<file path="config.mk">
export PLATFORM = sky130hd
export DESIGN_NAME = cpu_oam_dma
export DESIGN_NICKNAME = d
export VERILOG_FILES = /design/src/rtl/cpu_bus_pkg.sv /design/src/rtl/cpu_oam_dma.sv
export SDC_FILE = /design/constraint.sdc
export NUM_CORES = 1
export LEC_CHECK = 0
export ABC_AREA = 1
export CORE_UTILIZATION = 44
export DETAILED_ROUTE_END_ITERATION = 16
export HOLD_SLACK_MARGIN = 0.06
export PLACE_DENSITY = 0.89
export REMOVE_ABC_BUFFERS = 1
export SLEW_MARGIN = 20
export SYNTH_ARGS = -nofsm -noshare
export SYNTH_HDL_FRONTEND = slang
export SYNTH_SLANG_ARGS = --single-unit
</file>
<file path="constraint.sdc">
create_clock -name clk -period 1.9 [get_ports clk]
set_input_delay 0.38 -clock clk [delete_from_list [all_inputs] [get_ports clk]]
set_output_delay 0.38 -clock clk [all_outputs]
set_load 0.05 [all_outputs]
</file>
<file path="src/rtl/cpu_bus_pkg.sv">
// Shared types and address constants for the CPU-side bus blocks.
// The OAM DMA engine copies one 256-byte page into the sprite-data port.
package cpu_bus_pkg;

    typedef logic [15:0] addr_t;
    typedef logic [7:0]  byte_t;

    typedef enum logic [2:0] {
        IDLE  = 3'd0,
        HALT  = 3'd1,
        ALIGN = 3'd2,
        READ  = 3'd3,
        WRITE = 3'd4
    } dma_state_t;

    localparam addr_t OAM_DMA_TRIG = 16'h4014;
    localparam addr_t OAM_DATA     = 16'h2004;
    localparam int    XFER_LEN     = 256;

endpackage

</file>
<file path="src/rtl/cpu_oam_dma.sv">
// OAM DMA bus master: passes the 6502 bus through while idle, otherwise
// stalls the core and copies page src_page to the sprite-data port.
module cpu_oam_dma
    import cpu_bus_pkg::*;
#(
    parameter addr_t TRIG_ADDR = OAM_DMA_TRIG,
    parameter addr_t DST_ADDR  = OAM_DATA
) (
    input  logic        clk,
    input  logic        reset,
    input  logic [15:0] cpu_ab,
    input  logic [7:0]  cpu_do,
    input  logic        cpu_we,
    output logic [7:0]  cpu_di,
    output logic        cpu_rdy,
    output logic [15:0] mem_ab,
    output logic [7:0]  mem_do,
    output logic        mem_we,
    input  logic [7:0]  mem_di,
    output logic        dma_busy
);

    localparam byte_t LAST_IDX = byte_t'(XFER_LEN - 1);

    dma_state_t state;
    byte_t      idx;
    byte_t      src_page;
    byte_t      data_q;
    logic       cyc_par;
    logic       rdy_q;
    logic       busy_q;

    always_ff @(posedge clk) begin
        if (reset) begin
            state    <= IDLE;
            idx      <= '0;
            src_page <= '0;
            data_q   <= '0;
            cyc_par  <= 1'b0;
            rdy_q    <= 1'b1;
            busy_q   <= 1'b0;
        end else begin
            cyc_par <= ~cyc_par;
            case (state)
                IDLE: begin
                    if (cpu_we && cpu_ab == TRIG_ADDR) begin
                        src_page <= cpu_do;
                        idx      <= '0;
                        state    <= HALT;
                        rdy_q    <= 1'b0;
                        busy_q   <= 1'b1;
                    end
                end
                // Reads must land on even cycles; an odd HALT is already aligned.
                HALT:  state <= cyc_par ? READ : ALIGN;
                ALIGN: state <= READ;
                READ: begin
                    data_q <= mem_di;
                    state  <= WRITE;
                end
                WRITE: begin
                    if (idx == LAST_IDX) begin
                        state  <= IDLE;
                        rdy_q  <= 1'b1;
                        busy_q <= 1'b0;
                    end else begin
                        idx   <= idx + 8'd1;
                        state <= READ;
                    end
                end
                default: begin
                    state  <= IDLE;
                    rdy_q  <= 1'b1;
                    busy_q <= 1'b0;
                end
            endcase
        end
    end

    // Bus mux: CPU pass-through unless the engine owns a READ/WRITE slot.
    always_comb begin
        mem_ab = cpu_ab;
        mem_do = cpu_do;
        mem_we = cpu_we;
        case (state)
            IDLE: ;
            READ: begin
                mem_ab = {src_page, idx};
                mem_we = 1'b0;
            end
            WRITE: begin
                mem_ab = DST_ADDR;
                mem_do = data_q;
                mem_we = 1'b1;
            end
            default: mem_we = 1'b0;
        endcase
    end

    assign cpu_di   = mem_di;
    assign cpu_rdy  = rdy_q;
    assign dma_busy = busy_q;

endmodule

</file>
# Yosys cells after proc, flatten, opt, wreduce, memory -nomap -nowiden
# Index checks and enable logic that the tools add are counted.
# classes
n_mux	16
eq_ne	9
add_sub_neg	1
bitwise	2
n_reduce_logical	7
# op_table
op	count
$pmux 16 s2	1
$mux 8	3
$eq 16x15->1 const B	1
$pmux 8 s2	1
$pmux 3 s5	1
$add 8x1->8 const B	1
$eq 8x8->1 const B	1
$eq 3x2->1 const B	2
$ne 2x2->1 const B	3
$pmux 1 s3	2
$reduce_and 3->1	2
$mux 1	5
$eq 3x1->1 const B	1
$eq 3x3->1 const B	1
$logic_not 3->1	1
$mux 3	1
$reduce_or 3->1	1
$mux 2	1
$not 1->1	2
$pmux 1 s2	1
$reduce_and 2->1	1
$reduce_bool 2->1	1
$logic_and 1x1->1	1
# word_totals
word_cells	42
regBits	30
out_inout_bits	35

# Logic depth before layout (Yosys ltp)
# Gate-level depths: netlist of the first run.
# logic_depth
ltp_word	4
ltp_mapped	9
ltp_nobuf	8

# Worst setup path before layout of the first run
# No wires, ideal clock.
# synth_timing
path_type	reg2out
startpoint	register state[0]
endpoint	output port mem_ab[1]
path_buffers	0
setup_slack_ns	-0.462
t_required_ns	1.520
path_stages_with_launch	7
arrival_ns	1.982
path_cell_list	dfxtp_1 > nor2_4 > nand2_2 > clkinv_4 > nor2_4 > inv_2 > o21ai_0
# synth_between
elab_chain_len	2
word_cells_on_any_way	3
# synth_rtl
item	line	rtl
start, declared	cpu_oam_dma.sv:25	dma_state_t state;
start signal, assigned	cpu_oam_dma.sv:55	HALT: state <= cyc_par ? READ : ALIGN;
$eq 3x3->1 / $eq 3x2->1 (equally long branches)	cpu_oam_dma.sv:85	case (state)
$pmux 16 s2 (*)	cpu_oam_dma.sv:85	
end, declared	cpu_oam_dma.sv:16	output logic [15:0] mem_ab,
# Mark *: on every way between the ends. The rest lies on a longest branch, timed or not.

# Final worst setup path of the first run
# layout_timing
startpoint	register state[0]
endpoint	output port mem_ab[8]
# Same word-level chain as after synthesis.

==> results of run 1 <==
-- sequential cells by signal, indices dropped and copies added, names as in the netlist --
| register | flops |
|---|---|
| data_q | 8 |
| cyc_par | 1 |
| src_page | 8 |
| idx | 8 |
| cpu_rdy | 1 |
| dma_busy | 1 |
| state | 3 |
-- critical path: stages, from the launching register on --
cell	delay, ns
dfxtp_2	0.35
buf_4	0.13
nor2_4	0.04
nand2_4	0.07
clkinv_4	0.06
nor2_4	0.17
buf_6	0.17
nand2_2	0.07
o21ai_2	0.08
buf_12	0.16
-- stage by stage --
| step | utilization [%] | power [mW] |
|---|---|---|
| after floorplan | - | 0.8823 |
| after global routing | 84.74 | 1.891 |
| after CTS | 81.92 | 1.806 |
| after detailed placement | 75.45 | 1.249 |
| after global placement | 75.45 | 1.239 |
| final | 84.74 | 1.860 |
-- worst min-delay path by stage --
stage / to / startpoint / cells after the start
finish: cyc_par / cyc_par / 1
global route: cyc_par / cyc_par / 1
CTS: cyc_par / cyc_par / 1
detailed placement: cyc_par / cyc_par / 1
global placement: cyc_par / cyc_par / 1
floorplan: cyc_par / cyc_par / 1
-- layer usage --
metal	up-vias	GRT usage, %
li1	1015	-
met1	1066	36.26
met2	180	55.61
met3	43	10.94
met4	0	15.76
met5	-	0
-- cells by family (layout without fill, tap and decap cells) --
family | after synthesis | after routing | synth area share [%]
fa+ha+maj | 1 | 1 | 0.7016
flops | 30 | 30 | 33.68
buf+inv | 43 | 124 | 11.93
compound gates | 43 | 43 | 13.40
simple gates | 154 | 154 | 40.28
-- cell type report --
type	instances	area [sq um]	area share, %
tap	48	60.06	1.879
inverter	27	112.6	3.524
clock buffer	7	86.33	2.702
timing repair buffer	89	1187	37.16
multi-input combinational	198	1137	35.59
clock inverter	1	5.005	0.1566
sequential	30	606.8	18.99
-- power by group --
part	internal [mW]	switching, mW
clock	0.292	0.260
sequential	0.640	0.00913
combinational	0.310	0.349
total	1.24	0.618
-- layout by cell type, fill, tap and decap left out, types with 2 or more instances in the layout --
cell type	n
a21oi_1	10
a21oi_2	4
buf_12	33
buf_4	16
buf_6	5
clkbuf_8	6
clkdlybuf4s50_1	35
dfxtp_1	27
dfxtp_2	2
inv_1	22
inv_2	2
nand2_1	57
nand2_2	17
nand2_4	4
nand3_1	15
nand3_2	3
nor2_1	42
nor2_2	3
nor2_4	5
nor3_1	2
o21ai_0	12
o21ai_2	5
o21ai_4	4
o22ai_2	2
o22ai_4	2
-- what timing repair did --
action                     CTS  global route
pin swaps                    2             3
cloned                       0             1
buffers inserted             5             2
setup endpoints to repair   24            25
resized for setup           36            24
==> metrics, run 1 <==
status finished, violations left; failing checks setup timing; Leak Pwr 1.420 nW; placed cell count 384; Final Wtd Congestion 0.9433; global route overflow 0; Setup WS post-layout -0.07678 ns; clock tree from TritonCTS yes; initial core utilization a little under half; pre-CTS setup slack -0.04203 ns; FFs w/ async S/R, synth 0%; CP Class reg -> out; clk sink count 30; initial antenna violation count 0; pin count of the biggest net entering global routing 19; DRT Pass-1 Iters 7; R2R cell count 10; Critical path origin state[0]; Synth top area share roughly 34%; Final nets 387; fillcell total roughly 180; Synth cell types 33; max_cap viols 0; Critical Path Sink mem_ab[8]; Final Hold Viols 0; Antenna diodes 0; Critical Path Source Type register; worst flop-to-flop path startpoint state[0]; metal3 WL 719 um; min-delay worst type reg -> reg; Routed WL 7329 um; Post-Syn Area per Cell around 6.6 sq um; cells after synthesis about 270; dominant synthesized flop cell dfxtp_1; CTS Hold Bufs 0; Hold Slack between 0.4 and 0.5 ns; final-report setup violation count 22; maximum fanout along the worst path 4; DR iter-0 viols 203; core region area 3771 sq um; RSZ-0062 raised after global routing yes; required time of the worst setup path 1.52 ns; vias in the first global route between 2000 and 2500; setup TNS after final layout -0.9391 ns; highest metal used met4; reg2reg end src_page[5]; Pwr per Cell Area 582.1 nW/um^2; routed wl met2 3549 um; top-count cell post-synth nand2_1; period utilisation layout 104.0%; skew final roughly 0.0061 ns; Max VDD drop between 400 and 500 uV; H-tree depth 2; Tot GR Track Use ~33%; die height ~66 um; IO Port Bufs 69; cell taking the most area after synthesis dfxtp_1; CP endpoint kind output pin; DR WL/cell about 18 um; Routed Antenna Nets 0; Worst Max-Slew Pin Slew 0.5398 ns; Max Freq just over 0.5 GHz; Design Area, Final 3196 sq um; Vias/cell 5.760; detailed placer's ending HPWL 4118 um; Finished Layout Cells 400; reg2reg setup slack between 0.2 and 0.3 ns; Seq/Total Area, Yosys between 30% and 40%; Die ar. approximately 4300 sq um; critical path arrival 1.60 ns; EDFF count, synth 0; Post-synth top cells 70 x nand2_1, 43 x nor2_1, 30 x dfxtp_1; vias between 2000 and 2500; register bit count reported by yosys 30; Slew Limit Fails 0; Max-slew headroom a little under two thirds; M1 WL between 2000 and 3000 um; Ys Warns 0; Area contributors post-synth dfxtp_1 34%, nand2_1 15%, nor2_1 9.1%, o21ai_0 5.6%, inv_1 4.8%; Cell Area, Placed 2845 sq um; first-pass GRT wire length ~10000 um; I/O pins 70; DRC viols 0; Die Wd ~66 um; clock root buffer clkbuf_8; fraction of layout instances using a drive strength above 1 between 30% and 40%; number of CTS-inserted buffers 5; Area Overhead vs Synth 79.23%; Post-Syn Area 1783 sq um; row count 22; worst-case clock buffer depth 2; clock-pin slew of the registers on the worst-case setup and hold paths ~0.070 ns; final worst path period need approximately 2.0 ns; clock latency on the worst-skew pair 0.29 ns
Power figures use the tool's default switching activity.
==> inputs of run 2 (changes only) <==
--- a/config.mk
+++ b/config.mk
@@ -6,6 +6,7 @@
 export NUM_CORES = 1
 export LEC_CHECK = 0
 export ABC_AREA = 1
+export CAP_MARGIN = 20
 export CORE_UTILIZATION = 44
 export DETAILED_ROUTE_END_ITERATION = 16
 export HOLD_SLACK_MARGIN = 0.06
@@ -15,3 +16,4 @@
 export SYNTH_ARGS = -nofsm -noshare
 export SYNTH_HDL_FRONTEND = slang
 export SYNTH_SLANG_ARGS = --single-unit
+export TNS_END_PERCENT = 1
==> run 2 against run 1 <==
Net effect: the flow still finishes with violations (setup timing); critical path type unchanged; highest routed layer unchanged; largest cell class unchanged; combinational power up 0.8%; maximum frequency down 3.9%; utilization up 0.20 points; clock power down 2%.
==> metrics, run 2 (synthesized netlist as in run 1, its figures left out) <==
status finished, violations left; failing checks setup timing; DRC viols 0; clk sink count 30; clock-pin slew of the registers on the worst-case setup and hold paths 0.06 ns; vias in the first global route between 2000 and 2500; vias ~2400; skew final about 0.0054 ns; post-layout util between 80 and 90%; Routed Antenna Nets 0; final worst path period need approximately 2 ns; Tot GR Track Use 32.74%; DRT Pass-1 Iters 6; period utilisation layout 108.3%; Critical Path Source Type register; Leak Pwr 1.414 nW; Max Freq ~0.49 GHz; pin count of the biggest net entering global routing 19; final-report setup violation count 29; Final Hold Viols 0; worst-case clock buffer depth 2; CP Class reg -> out; post-route total power between 1.5 and 2 mW; Critical path origin state[1]; CTS Hold Bufs 0; fillcell total ~180; Routed WL roughly 7800 um; Largest regs data_q x8, idx x8, src_page x8; Max VDD drop just over 500 uV; CP endpoint kind output pin; number of CTS-inserted buffers 5; Max-slew headroom a little under two thirds; detailed placer's ending HPWL approximately 4100 um; Antenna diodes 0; Die ar. roughly 4300 sq um; global route overflow 0; Finished Layout Cells slightly below 400; worst flop-to-flop path startpoint idx[0]; Final Wtd Congestion between 0.9 and 1; RSZ-0062 raised after global routing yes; H-tree depth 2; row count 22; commonest cells after routing, fill and taps aside 58 x nand2_1, 42 x nor2_1, 35 x clkdlybuf4s50_1, 33 x buf_12, 27 x dfxtp_1; min-delay worst type reg -> reg; Die Wd ~66 um; Area Overhead vs Synth 79.65%; Vias/cell 5.942; placed cell count between 300 and 400; most common cell after layout, fill and taps aside nand2_1; DR iter-0 viols around 320; Pwr per Cell Area 580.2 nW/um^2; first-pass GRT wire length about 10000 um; die height roughly 66 um; initial antenna violation count 0; Design Area, Final roughly 3200 sq um; Cell Area, Placed roughly 2800 sq um; DR WL/cell 19.52 um; Worst Max-Slew Pin Slew roughly 0.54 ns; I/O pins 70; initial core utilization a little under half; required time of the worst setup path approximately 1.5 ns; fraction of layout instances using a drive strength above 1 34.00%; Setup WS post-layout -0.1572 ns; IO Port Bufs 69; core region area between 3000 and 4000 sq um; setup TNS after final layout -2.735 ns; Final nets 385; critical path arrival approximately 1.7 ns; HP Start cyc_par; clock tree from TritonCTS yes; max_cap viols 0; clock root buffer clkbuf_8; maximum fanout along the worst path 5; clock latency on the worst-skew pair slightly below 0.3 ns; Slew Limit Fails 0
-- run 2: through the flow --
step	hold slack [ns]	setup WS, ns
2_1_floorplan	0.3884	-0.6162
3_3_place_gp	0.4038	0.04872
3_5_place_dp	0.4117	-0.04203
4_1_cts	0.4210	-0.03189
5_1_grt	0.4304	-0.1785
6_report	0.4200	-0.1572
-- run 2: cell type report --
cell class                 count  area (sq um)  share of cell area [%]
sequential                    30         604.3                   18.87
tap                           48         60.06                   1.875
timing repair buffer          87          1180                   36.84
clock buffer                   7         86.33                   2.695
clock inverter                 1         5.005                  0.1563
inverter                      27         115.1                   3.594
multi-input combinational    198          1152                   35.98
-- run 2: critical path, stage by stage, from the launching register on --
cell      delay [ns]
dfxtp_2         0.37
buf_6           0.12
nor2_4          0.04
nand2_4         0.07
clkinv_4        0.06
nor2_4          0.22
buf_8           0.19
nand2_4         0.06
o21ai_2         0.09
buf_12          0.17
-- run 2: worst paths after layout --
path | slack, ns | cells past startpoint | to
max | -0.16 | 9 | mem_ab[4]
min | 0.42 | 1 | cyc_par
max reg2reg | 0.20 | 7 | idx[4]
min reg2reg | 0.42 | 1 | cyc_par
-- run 2: what timing repair did --
| action | 4_1_cts | 5_1_grt |
|---|---|---|
| pin swaps | 2 | 3 |
| setup endpoints to repair | 24 | 25 |
| cloned | 0 | 1 |
| setup buffers | 5 | 0 |
| gates resized for setup | 35 | 29 |
-- run 2: routing by layer --
metal  vias up  global-route usage (%)  share of wire, %
li1       1011                       -                 -
met1      1081                   36.15                35
met2       203                   55.61                47
met3        70                   10.94                11
met4         0                   15.76               7.4
met5         -                       0                 0
-- run 2: report_power, final --
group / internal, mW / switching (mW) / leakage, nW
Clock: 0.292 / 0.250 / 0.0482
Sequential: 0.641 / 0.0120 / 0.243
Combinational: 0.313 / 0.351 / 1.12
==> inputs of run 3 (changes only) <==
--- a/config.mk
+++ b/config.mk
@@ -6,9 +6,11 @@
 export NUM_CORES = 1
 export LEC_CHECK = 0
 export ABC_AREA = 1
+export ABC_CLOCK_PERIOD_IN_PS = 1900
 export CAP_MARGIN = 20
 export CORE_UTILIZATION = 44
 export DETAILED_ROUTE_END_ITERATION = 16
+export GPL_ROUTABILITY_DRIVEN = 0
 export HOLD_SLACK_MARGIN = 0.06
 export PLACE_DENSITY = 0.89
 export REMOVE_ABC_BUFFERS = 1
==> results of run 3 <==
Same layout as run 2: the final DEF is identical, and so are final timing and power.
